`config.mk`:
```
export PLATFORM = sky130hd
export DESIGN_NAME = logic_reduce_unit
export DESIGN_NICKNAME = d
export VERILOG_FILES = /design/src/rtl/logic_reduce_unit.sv
export SDC_FILE = /design/constraint.sdc
export NUM_CORES = 1
export LEC_CHECK = 0
export CORE_UTILIZATION = 61
export CTS_BUF_LIST = sky130_fd_sc_hd__clkbuf_8
export DETAILED_ROUTE_END_ITERATION = 12
export PLACE_DENSITY_LB_ADDON = 0.05
export SLEW_MARGIN = 0
export SYNTH_ARGS = -nofsm -noshare
export SYNTH_HDL_FRONTEND = slang
export SYNTH_SLANG_ARGS = --single-unit
```
`constraint.sdc`:
```
create_clock -name Clock -period 3.95 [get_ports Clock]
set_input_delay 0.5925 -clock Clock [delete_from_list [all_inputs] [get_ports Clock]]
set_output_delay 0.5925 -clock Clock [all_outputs]
set_load 0.02 [all_outputs]
```
`src/rtl/logic_reduce_unit.sv`:
```
// Multi-operand bitwise reducer (AND/OR/XOR and inverted forms): one operand per cycle, result after Count+1 cycles.
// Result is held in DONE until Out_Ready; optional per-index operand inversion when BUBBLES_EN is defined.
module logic_reduce_unit #(
  parameter int                   WIDTH       = 8,
  parameter int                   MAX_COUNT   = 16,
  parameter int                   CNT_W       = $clog2(MAX_COUNT + 1),
  parameter logic [MAX_COUNT-1:0] BubblesMask = '0
) (
  input  logic             Clock,
  input  logic             Reset,
  input  logic             Start,
  input  logic [2:0]       Op,
  input  logic [CNT_W-1:0] Count,
  input  logic [WIDTH-1:0] Data_In,
  input  logic             In_Valid,
  output logic             In_Ready,
  output logic [WIDTH-1:0] Result,
  output logic             Out_Valid,
  input  logic             Out_Ready,
  output logic             Busy
);

  typedef enum logic [1:0] {IDLE, ACCUM, DONE} state_t;
  typedef enum logic [1:0] {FN_AND, FN_OR, FN_XOR} fn_t;

  state_t           state_q, state_d;
  fn_t              fn_q, fn_d, fn_start;
  logic             inv_q, inv_d, inv_start;
  logic [CNT_W-1:0] cnt_q, cnt_d, cnt_start;
  logic [CNT_W-1:0] idx_q, idx_d;
  logic [WIDTH-1:0] acc_q, acc_d;
  logic [WIDTH-1:0] res_q, res_d;
  logic [WIDTH-1:0] ident_start;
  logic [WIDTH-1:0] operand;
  logic [WIDTH-1:0] combined;

  // N-variants share the base function; inversion is applied once, to the final value only.
  always_comb begin
    fn_start  = FN_OR;
    inv_start = 1'b0;
    case (Op)
      3'b000:  fn_start = FN_AND;
      3'b001:  fn_start = FN_OR;
      3'b010:  fn_start = FN_XOR;
      3'b011:  begin fn_start = FN_AND; inv_start = 1'b1; end
      3'b100:  begin fn_start = FN_OR;  inv_start = 1'b1; end
      3'b101:  begin fn_start = FN_XOR; inv_start = 1'b1; end
      default: fn_start = FN_OR;
    endcase
  end

  assign ident_start = (fn_start == FN_AND) ? {WIDTH{1'b1}} : {WIDTH{1'b0}};
  assign cnt_start   = (Count > CNT_W'(MAX_COUNT)) ? CNT_W'(MAX_COUNT) : Count;

`ifdef BUBBLES_EN
  localparam int IDX_W = $clog2(MAX_COUNT);
  logic [IDX_W-1:0] bub_idx;
  // idx stays below the clamped count while accumulating, so the low bits address the mask.
  assign bub_idx = idx_q[IDX_W-1:0];
  assign operand = BubblesMask[bub_idx] ? ~Data_In : Data_In;
`else
  assign operand = Data_In;
`endif

  always_comb begin
    case (fn_q)
      FN_AND:  combined = acc_q & operand;
      FN_XOR:  combined = acc_q ^ operand;
      default: combined = acc_q | operand;
    endcase
  end

  always_comb begin
    state_d   = state_q;
    fn_d      = fn_q;
    inv_d     = inv_q;
    cnt_d     = cnt_q;
    idx_d     = idx_q;
    acc_d     = acc_q;
    res_d     = res_q;
    In_Ready  = 1'b0;
    Out_Valid = 1'b0;
    Busy      = 1'b0;
    case (state_q)
      IDLE: begin
        if (Start) begin
          fn_d  = fn_start;
          inv_d = inv_start;
          cnt_d = cnt_start;
          acc_d = ident_start;
          idx_d = '0;
          if (cnt_start == '0) begin
            res_d   = ident_start ^ {WIDTH{inv_start}};
            state_d = DONE;
          end else begin
            state_d = ACCUM;
          end
        end
      end
      ACCUM: begin
        In_Ready = 1'b1;
        Busy     = 1'b1;
        if (In_Valid) begin
          acc_d = combined;
          idx_d = idx_q + CNT_W'(1);
          if (idx_q == cnt_q - CNT_W'(1)) begin
            res_d   = combined ^ {WIDTH{inv_q}};
            state_d = DONE;
          end
        end
      end
      DONE: begin
        Out_Valid = 1'b1;
        Busy      = 1'b1;
        if (Out_Ready) state_d = IDLE;
      end
      default: state_d = IDLE;
    endcase
  end

  always_ff @(posedge Clock) begin
    if (Reset) state_q <= IDLE;
    else       state_q <= state_d;
  end

  always_ff @(posedge Clock) begin
    if (Reset) begin
      fn_q  <= FN_AND;
      inv_q <= 1'b0;
      cnt_q <= '0;
      idx_q <= '0;
      acc_q <= '0;
      res_q <= '0;
    end else begin
      fn_q  <= fn_d;
      inv_q <= inv_d;
      cnt_q <= cnt_d;
      idx_q <= idx_d;
      acc_q <= acc_d;
      res_q <= res_d;
    end
  end

  assign Result = res_q;

endmodule
```
-- Word level (Yosys, flattened, before mapping)
Cells that the tools add are included.
- eq/ne operators: 13
- $lt $le $gt $ge: 1
- bitwise gates (word level): 5
- muxes and demuxes: 25
- shift operators: 0
- multipliers: 0
- reduce and logical (&&, ||, !) cells: 14
- add/subtract/negate cells: 2
- divide/modulo/power cells: 0
- operators with widths (operator ; number):
    two-way mux 8 bit ; 7
    one-hot mux 8 bit (2 select lines) ; 3
    bitwise XOR 8 bit ; 3
    two-way mux 5 bit ; 3
    two-way mux 2 bit ; 5
    inequality test 2 bit, second input constant ; 5
    one-hot mux 5 bit (2 select lines) ; 1
    bitwise AND 8 bit ; 1
    OR 8 bit ; 1
    equality test 3 x 2 -> 1 bit, second input constant ; 2
    equality test 3 bit, second input constant ; 2
    logical NOT 2 bit ; 3
    one-hot mux 2 bit (3 select lines) ; 1
    OR reduction 2 bit ; 3
    adder 5 x 1 -> 5 bit, second input constant ; 1
    equality test 5 bit ; 1
    greater-than comparator 5 bit, second input constant ; 1
    logical NOT 5 bit ; 1
    AND reduction 5 bit ; 1
    subtractor 5 x 1 -> 5 bit, second input constant ; 1
    equality test 2 bit, second input constant ; 2
    two-way mux 1 bit ; 4
    one-hot mux 2 bit (2 select lines) ; 1
    AND reduction 4 bit ; 1
    other kinds (6) ; 6
- input bits: 21
- bits in read-only memories: 0
- bits in latches: 0
- output and inout bits: 11
- bits in writable memories: 0
- register bits after elaboration: 31
- memories kept: 0
- logic and storage cells: 67

-- Longest topological paths before layout
Gate-level depths: netlist of the first run.
- word-level depth: 9
- depth in mapped cells: 8
- gate-level depth less buffers: 7

-- Least setup slack after synthesis of the first run
No wires, ideal clock.
- kind: in2reg
- start point: input Count[0]
- end point: register res_q[0], in the netlist Result[0]
- cell stages on the path: 5
- path slack: 2.051 ns
- arrival: 1.828 ns
- data required time: 3.878 ns
- buffers on the path: 0
- setup time: 0.072 ns
- cells stage by stage: or4_4 o21ai_1 o211ai_1 nor2_4 mux2i_1
- word-level cells in the longest chain between the ends: 5
- ends and longest elaborated chain (element ; RTL line ; RTL):
    from (decl) ; 13 ; input logic [CNT_W-1:0] Count,
    greater-than comparator 5 bit ; 53 ; assign cnt_start = (Count > CNT_W'(MAX_COUNT)) ? CNT_W'(MAX_COUNT) : Count;
    two-way mux 5 bit * ; 53 ;
    logical NOT 5 bit * ; 92 ; if (cnt_start == '0) begin
    inequality test 2 bit (no source line) * ; n/a ;
    AND reduction 5 bit (no source line) * ; n/a ;
    to (signal assigned) ; 140 ; res_q <= res_d;
    to (decl) ; 32 ; logic [WIDTH-1:0] res_q, res_d;
Mark *: on every way between the ends. The rest lies on a longest branch, timed or not.
A chain may end at the register's enable or synchronous reset.

-- Final worst setup path of the first run
- start point: register state_q[1]
- end point: output In_Ready
- word-level cells in the longest chain between the ends: 2
- ends and longest elaborated chain (element ; RTL line ; RTL):
    from (decl) ; 26 ; state_t state_q, state_d;
    from (signal assigned) ; 123 ; else state_q <= state_d;
    equality test 2 x 1 -> 1 bit ; 84 ; case (state_q)
    two-way mux 1 bit ; 84 ;
    to (decl) ; 16 ; output logic In_Ready,
Every way passes these cells.

==> metrics, run 1 <==
Post-CTS Setup Bufs=0; Post-Synth Adder-Cell Area=12.1%; global placer's final weighted congestion=about 0.8; setup_tns=0 ps; Syn Nets=~310; unrepaired setup endpoints after global routing=no; mapped cell area=2170 µm²; CTS H-tree depth=2; synthesized area per cell=about 8 µm²; Cell Count, Final, Fillers Out=342; Synth area leader=dfxtp_1; final worst slack=between 1000 and 1500 ps; met1 wire length=2350 µm; vias in the first global route=1654; CTS Buffer Depth=2; top cell type's share of synthesized area=between 20 and 30%; layout cell share with drive strength beyond 1=around 3.7%; die height=a little over 60 µm; Vias/cell=about 5.7; Initial Util=64.6%; Hold Vio Cnt, Final=0; Pwr Density=between 600 and 700 nW/µm²; pre-CTS setup slack=about 1400 ps; Period minus WS final=around 2700 ps; DP Wirelength=~3300 µm; crit start category=flop; CP Class=flop to output port; antenna violations before repair=0; count leader, synth=nand2_1; Initial DRC Count=160; DRC=0; setup violators final=0; DP Cell Count=335; compound-gate portion of the synthesized area=roughly a fifth; register bit total from synthesis=31; Root Buffer=clkbuf_8; overall routed net length=a little under 5000 µm; Mapped Cells=271; first-pass GRT wire length=7740 µm; Area Overhead vs Synth=17.4%; # hold bufs at CTS=0; die area=3810 µm²; Core Rows=21; Peak VDD IR=around 530 µV; clock skew=11.8 ps; maxcap violations=0; met2 WL post-DR=about 2100 µm; Slew HR=a little under half; CP max FO=22; Port Buffers=31; grt ovf=0; CTS Buf Count=5; ANT cells=0; asr flop ratio synth=0%; HP Class=flop to flop; synth top area cells=dfxtp_1 29%, ha_1 12%, nand2_1 7.6%; ys flop type=dfxtp_1; CTS tree=done; Total Nets Final=between 300 and 400; Met3 Wirelength=between 200 and 300 µm; outcome=finished, final reports clean; total track usage=between 20 and 30%; mux contribution to synthesized area=7.37%; post-CTS resize count=0; number of synthesis warnings=0; Post-Synth XOR/XNOR Area=under 10%; 1st-pass router iterations=4; largest net degree at the start of global routing=27; drt wl/cell=between 10 and 15 µm; CTS clock-pin slew for the worst setup and hold paths=60 ps; Final Max Slew Viols=0; Final ANT Viol Nets=0; Die X=around 62 µm; combinational family with the most area after synthesis=simple AND/OR/NAND/NOR gates; Top-Level Pins=32; routed via count=between 1500 and 2000; worst slew pin tran=814 ps; synth cell count leaders=44 x nand2_1, 31 x dfxtp_1, 30 x o21ai_0; top routing layer in use=met4; Synth cell types=a little over 40; Peak Freq=~370 MHz; post-synthesis sequential area ratio=between 20% and 30%; P_leak=roughly 1.1 nW; CP required=3360 ps; later-pin clock latency in the skew report=just under 300 ps; EDFF count, synth=0; Tcrit/Tclk final=between 60 and 70%; clock sinks=31; Worst Setup End Kind=output port; core area=between 3000 and 4000 µm²; WP data arrival=2130 ps; simple-gate share of the synthesized area=between 20% and 30%
-- final timing paths --
path | startpoint | to | slack [ps] | cells after the start
max reg2reg | state_q[1] | Result[6] | 1410 | 6
max | state_q[1] | In_Ready | 1230 | 3
min reg2reg | Result[7] | Result[7] | 450 | 2
min | Result[7] | Result[7] | 450 | 2
-- power breakdown --
group	leakage, nW	switching (mW)	internal [mW]	total (mW)
combinational	0.785	0.507	0.366	0.873
sequential	0.253	0.0908	0.401	0.492
clock	0.0470	0.115	0.136	0.252
-- cells by family (layout without fill, tap and decap cells) --
logic type	count (synthesis)	after routing
fa+ha+maj	21	21
simple gates	90	90
flops	31	31
mux	16	16
xor+xnor	11	11
compound gates	66	66
buf+inv	36	61
-- layout by cell type, fill, tap and decap left out, drive strengths merged, types with 2 or more instances in the layout --
| master | n |
|---|---|
| xor2 | 4 |
| mux2i | 16 |
| a211oi | 9 |
| xnor2 | 7 |
| a21oi | 7 |
| nand3 | 3 |
| nand4 | 2 |
| nand2b | 4 |
| nor2b | 12 |
| o211a | 9 |
| clkdlybuf4s50 | 31 |
| a22oi | 2 |
| nor2 | 12 |
| inv | 23 |
| o21ai | 31 |
| nor3 | 4 |
| clkbuf | 6 |
| nand3b | 4 |
| ha | 21 |
| nand2 | 44 |
| dfxtp | 31 |
-- registers in the layout (all words and copies together) (netlist names) --
name and count:
Result 8, acc_q 8, cnt_q 5, idx_q 5, fn_q 2, state_q 2
inv_q 1
-- layer usage --
metal | up-vias | GRT usage [%]
li1 | 979 | -
met1 | 883 | 40.5
met2 | 71 | 41.5
met3 | 8 | 6.21
met4 | 0 | 8.25
met5 | - | 0
-- per-stage QoR --
stage / total power [mW] / util [%] / hold slack (ps) / area [µm²]
floorplan: 1.12 / - / 450 / 2170
global placement: 1.32 / 73.3 / 442 / 2460
detailed placement: 1.35 / 73.3 / 447 / 2460
CTS: 1.60 / 75.9 / 458 / 2550
global route: 1.74 / 75.9 / 495 / 2550
finish: 1.62 / 75.9 / 455 / 2550
-- cell type report --
class | count | area (µm²)
Inverter | 23 | 86.3
Timing Repair Buffer | 31 | 310
Tap cell | 46 | 57.6
Clock inverter | 1 | 5.00
Fill cell | 256 | 811
Sequential cell | 31 | 621
Clock buffer | 6 | 82.6
Multi-Input combinational cell | 204 | 1390
-- worst max-delay path, stage by stage (launching register included) --
cell,delay [ps]
dfxtp_1,310
inv_1,90
ha_1,700
clkdlybuf4s50_1,750
(Power assumes the default switching activity.)
==> inputs of run 2 (changes only) <==
- CORE_UTILIZATION: 61 -> 56
- clock period: 3.95 -> 2.85 ns (I/O delays scaled with it)
==> run 2 against run 1 <==
Compared with the run above: combinational power increased by 37%; total power is 37% higher; critical endpoint unchanged; global-route usage down 2.7 points; critical path type unchanged; core utilization down 6.0 points; hold slack better by 7.5 ps; cell count is 2.0% higher.
==> metrics, run 2 (synthesized netlist as in run 1, its figures left out) <==
ANT cells=0 (unchanged); Post-CTS Setup Bufs=0 (unchanged); cells along the critical path=inv_1 > ha_1 > buf_4 > clkdlybuf4s50_1; Root Buffer=clkbuf_8; CP max FO=13 (-41%); Tcrit/Tclk final=86.9%; Peak Freq=between 400 and 500 MHz; Final Cell Area=2580 µm² (+1.0%); Die X=64.3 µm (+4.2%); reg2reg end=Result[7]; total track usage=25.2% (-2.7 points); die height=64.3 µm (+4.2%); Area Overhead vs Synth=18.7%; Hold Vio Cnt, Final=0 (unchanged); unrepaired setup endpoints after global routing=no; first-pass GRT wire length=8010 µm (+3.5%); CTS Buf Count=5 (unchanged); Final Max Slew Viols=0 (unchanged); routing usage on met3=6.61% (+0.40 points); pre-CTS setup slack=468 ps (-916 ps); Crit path max-delay family=buffers and inverters; overall routed net length=4700 µm (-2.2%); 1st-pass router iterations=4 (unchanged); CP required=2420 ps (-940 ps); antenna violations before repair=0 (unchanged); worst slew pin tran=635 ps (-179 ps); DRC=0 (unchanged); global placer's final weighted congestion=0.921 (+15%); CP Buf/Inv Count=3 (+1); post-CTS resize count=0 (unchanged); grt ovf=0 (unchanged); Placed Area=2500 µm² (+1.3%); worst reg2reg startpoint=state_q[1]; GRT busiest layer=met2; WP depth=4 (+1); CTS Buffer Depth=2 (unchanged); Setup crit end=In_Ready; setup violators final=0 (unchanged); # hold bufs at CTS=0 (unchanged); die area=4130 µm² (+8.6%); HP Class=flop to flop; setup_tns=0 ps (unchanged); clock skew=3.77 ps (-8.03 ps); vias in the first global route=1690 (+2.2%); P_leak=1.11 nW (+2.1%); DP Wirelength=3450 µm (+4.0%); Period minus WS final=2480 ps; outcome=finished, final reports clean; later-pin clock latency in the skew report=290 ps (about the same); WP data arrival=2050 ps (-80 ps); GR met2 Demand/Resource=38.8% (-2.7 points); Pwr Density=857 nW/µm² (+35%); reg2reg setup slack=550 ps (-860 ps); Initial Util=58.9% (-5.7 points); Total Nets Final=342 (+1.2%); most frequent cells in the layout=44 x nand2_1, 31 x dfxtp_1, 31 x clkdlybuf4s50_1, 30 x o21ai_0, 25 x inv_1; slowest stage delay, CP=620 ps (-130 ps); Top-Level Pins=32 (unchanged); CP Class=flop to output port; maxcap violations=0 (unchanged); CTS clock-pin slew for the worst setup and hold paths=60 ps (about the same); Peak VDD IR=529 µV (-0.41%); Slew HR=57.6% (+12 points); routed via count=1931 (-0.52%); Critical-path top delay cell=clkdlybuf4s50_1; clock sinks=31 (unchanged); final hold slack=462 ps (+7.54 ps); drt wl/cell=13.5 µm (-4.1%); Port Buffers=31 (unchanged); worst r2r path cells=8 (+2); Initial DRC Count=132 (-18%); core area=3690 µm² (+9.7%); Worst Setup End Kind=output port; CTS tree=done; Core Rows=22 (+4.8%); Final ANT Viol Nets=0 (unchanged); layout cell share with drive strength beyond 1=4.65% (+0.93 points); largest net degree at the start of global routing=18 (-33%); final worst slack=372 ps (-856 ps); Vias/cell=5.53 (-2.5%); Power Total=2.21 mW (+37%); CTS H-tree depth=2 (unchanged); most common cell after layout, fill and taps aside=nand2_1; crit start category=flop; grt met1 use=33.9% (-6.7 points); worst setup path start=state_q[1]
## run 2: cell types whose count changed in the layout (fill, tap and decap cells not counted), sizes merged
cell and delta:
clkbuf -1, buf +4, inv +2
## run 2: worst reg2reg max path, delay by kind of cell, from the launching register on
family	cells	cell delay, ps
AO/OA/AOI/OAI	1	150
AND/OR/NAND/NOR	2	640
flip-flops	1	310
multiplexers	2	300
adder cells (fa/ha/maj)	1	480
buffers and inverters	2	360
## run 2: how the worst min path moves through the flow
stage | start | end | slack [ps] | cells past startpoint
after floorplan | cnt_q[4] | cnt_q[4] | 450 | 2
after global placement | Result[1] | Result[1] | 440 | 2
after detailed placement | Result[4] | Result[4] | 450 | 2
after CTS | Result[7] | Result[7] | 460 | 2
after global routing | Result[0] | Result[0] | 480 | 2
final | Result[0] | Result[0] | 460 | 2
## run 2: layout make-up
cell class	count	area [µm²]
Clock inverter	3	12.5
Fill cell	319	1110
Clock buffer	5	68.8
Inverter	23	86.3
Timing Repair Buffer	35	340
Sequential cell	31	621
Multi-Input combinational cell	204	1390
Tap cell	48	60.1
## run 2: where the power goes
group	switching [mW]	total (mW)	leakage (nW)	internal [mW]
Clock	0.167	0.331	0.0505	0.164
Sequential	0.125	0.680	0.253	0.556
Combinational	0.682	1.20	0.805	0.516
Total	0.974	2.21	1.11	1.24
## run 2: per-stage QoR
stage	util, %	instances
3_5_place_dp	67.7	341
6_report	69.9	349
3_3_place_gp	67.7	341
4_1_cts	69.9	349
2_1_floorplan	-	271
5_1_grt	69.9	349
## run 2: metal layers
| metal | wire (µm) | share of wire [%] |
|---|---|---|
| met5 | 0 | 0 |
| met4 | 80 | 1.7 |
| met3 | 241 | 5.1 |
| met2 | 2020 | 43 |
| met1 | 2360 | 50 |
==> edit (config.mk and constraints of run 1) <==
Re-encode `fn_t` (3 values) as one-hot, 3 bits wide.
--- a/src/rtl/logic_reduce_unit.sv
+++ b/src/rtl/logic_reduce_unit.sv
@@ -21,7 +21,7 @@
 );
 
   typedef enum logic [1:0] {IDLE, ACCUM, DONE} state_t;
-  typedef enum logic [1:0] {FN_AND, FN_OR, FN_XOR} fn_t;
+  typedef enum logic [2:0] {FN_AND = 3'b001, FN_OR = 3'b010, FN_XOR = 3'b100} fn_t;
 
   state_t           state_q, state_d;
   fn_t              fn_q, fn_d, fn_start;
Check against the original RTL: same outputs for any inputs over 10 cycles, from zero or initial values and one cycle with Reset high; not proved beyond that.
==> edit against run 1 <==
Register-to-register slack better by 0.03 ns. Critical endpoint is now acc_q[4]. Total power up 1.5%. Routed wire length grew 6.6%. Final area is 3.9% higher. Synthesized area rose by 3.8%. Die area up 3.7%. Worst setup slack improved by 0.21 ns. Worst hold slack improved by 0.027 ns. Largest cell class unchanged. Sequential cell count grew 1.
==> edit: results (changes against run 1) <==
metric	value	unit	change
DRC violations left	0		unchanged
Post-Syn Instances	287		+5.9%
Distinct cells, synth	39		-4.9%
IO Port Bufs	31		unchanged
fin nets	351		+3.8%
top cells by count, synth	36 x nor2_1, 32 x dfxtp_1, 25 x a21oi_1, 22 x inv_1, 21 x ha_1		
placed wire-length estimate	3590	um	+8.2%
post-synthesis async set-or-reset flop share	0	%	unchanged
Syn Nets	329		+5.1%
largest net degree at the start of global routing	26		-3.7%
later-pin clock latency in the skew report	0.29	ns	about the same
Layout fillers	279		+9.0%
share of layout cells above drive strength 1	7.419	%	+3.7 points
Synth Area in XOR/XNOR	4.659	%	+0.23 points
Routed WL per cell	14.39	um	+2.4%
Via Count	2062		+6.2%
Adder-Cell Fraction of Synth Area	11.65	%	-0.44 points
drt first pass iters	4		unchanged
post-synthesis compound-gate area fraction	24.40	%	+4.5 points
CTS Buffer Depth	2		unchanged
Slew @ Worst Pin	0.8983	ns	+0.08477 ns
post_cts resized	0		unchanged
Worst-path clk slew	0.07	ns	
synth top area cells	dfxtp_1 28%, ha_1 12%, nor2_1 6.0%		
number of post-CTS setup repair buffers	0		unchanged
routability congestion estimate	0.7782		-2.7%
hold crit path type	reg -> reg		
Max VDD drop	0.0003745	V	-30%
TritonCTS Buffers	5		unchanged
mux contribution to synthesized area	0.8874	%	-6.5 points
total global-route track usage	29.11	%	+1.2 points
Setup Skew	0.01117	ns	-0.0006270 ns
CP arrival	2.68	ns	+0.55 ns
first-pass GRT wire length	9094	um	+17%
clock root buffer	clkbuf_8		
Max FO, Critical Path	14		-36%
ANT cells	0		unchanged
Leak	1.041	nW	-4.1%
fmax	397.6	MHz	+8.2%
reg2reg setup slack	1.44	ns	+0.03 ns
post-placement setup slack	1.163	ns	-0.2213 ns
number of global-route vias before repair	2025		+22%
Seq/Total Area, Yosys	28.40	%	-0.16 points
Synth Warn #	0		unchanged
status	completed		
# H-tree levels	2		unchanged
antenna violations before repair	0		unchanged
Starting DRT DRC Count	74		-54%
edit: changes by cell type after synthesis, moves of 7 or more:
cell,run 1,this run
nor2_1,11,36
nor3_1,3,19
or3b_2,0,7
nand2_1,44,14
o211a_1,9,0
mux2i_1,16,2
a22o_1,0,9
o21ai_0,30,10
a21oi_1,7,25
o21a_1,0,8
edit: metrics by stage:
stage / instance area [sq um] / hold WS [ns] / total power [mW] / util [%] / cells
after detailed placement: 2561 / 0.4742 / 1.375 / 74.41 / 348
after global placement: 2561 / 0.4637 / 1.343 / 74.41 / 348
final: 2651 / 0.4813 / 1.641 / 77.03 / 356
after CTS: 2651 / 0.4841 / 1.638 / 77.03 / 356
after global routing: 2651 / 0.5036 / 1.782 / 77.03 / 356
after floorplan: 2256 / 0.4496 / 1.149 / - / 287
edit: final timing paths:
check	startpoint	to	cells past startpoint
max reg2reg	state_q[0]	acc_q[4]	7
max	state_q[0]	acc_q[4]	7
min	cnt_q[4]	cnt_q[4]	2
min reg2reg	cnt_q[4]	cnt_q[4]	2
edit: area by class of cell:
cell class,count,area (sq um),share of cell area [%]
clock buffer,6,82.58,3.115
clock inverter,2,7.507,0.2832
tap,46,57.56,2.171
inverter,22,82.58,3.115
timing repair buffer,34,332.8,12.55
sequential,32,640.6,24.16
multi-input combinational,214,1448,54.60
edit: layer usage:
layer	global-route usage, %	part of all wire [%]
met3	5.292	6.1
met5	0	0
met1	38.48	46
met2	46.88	47
met4	10.76	1.0
edit: logic make-up after synthesis:
| group | after synthesis |
|---|---|
| adder cells (fa/ha/maj) | 21 |
| AND/OR/NAND/NOR | 101 |
| flip-flops | 32 |
| AO/OA/AOI/OAI | 78 |
| multiplexers | 2 |
| XOR/XNOR | 12 |
| buffers and inverters | 41 |
edit: report_power, final:
group	internal (mW)	switching (mW)
Combinational	0.376	0.511
Clock	0.137	0.120
Sequential	0.402	0.0956
Total	0.914	0.726
edit: worst max-delay path, cell delays in order, from the launching register on:
cell	delay, ns
dfxtp_1	0.35
inv_1	0.08
ha_1	0.27
nor2b_1	0.19
nor2_1	0.70
o21ai_1	0.47
a21oi_1	0.25
nor3_1	0.07
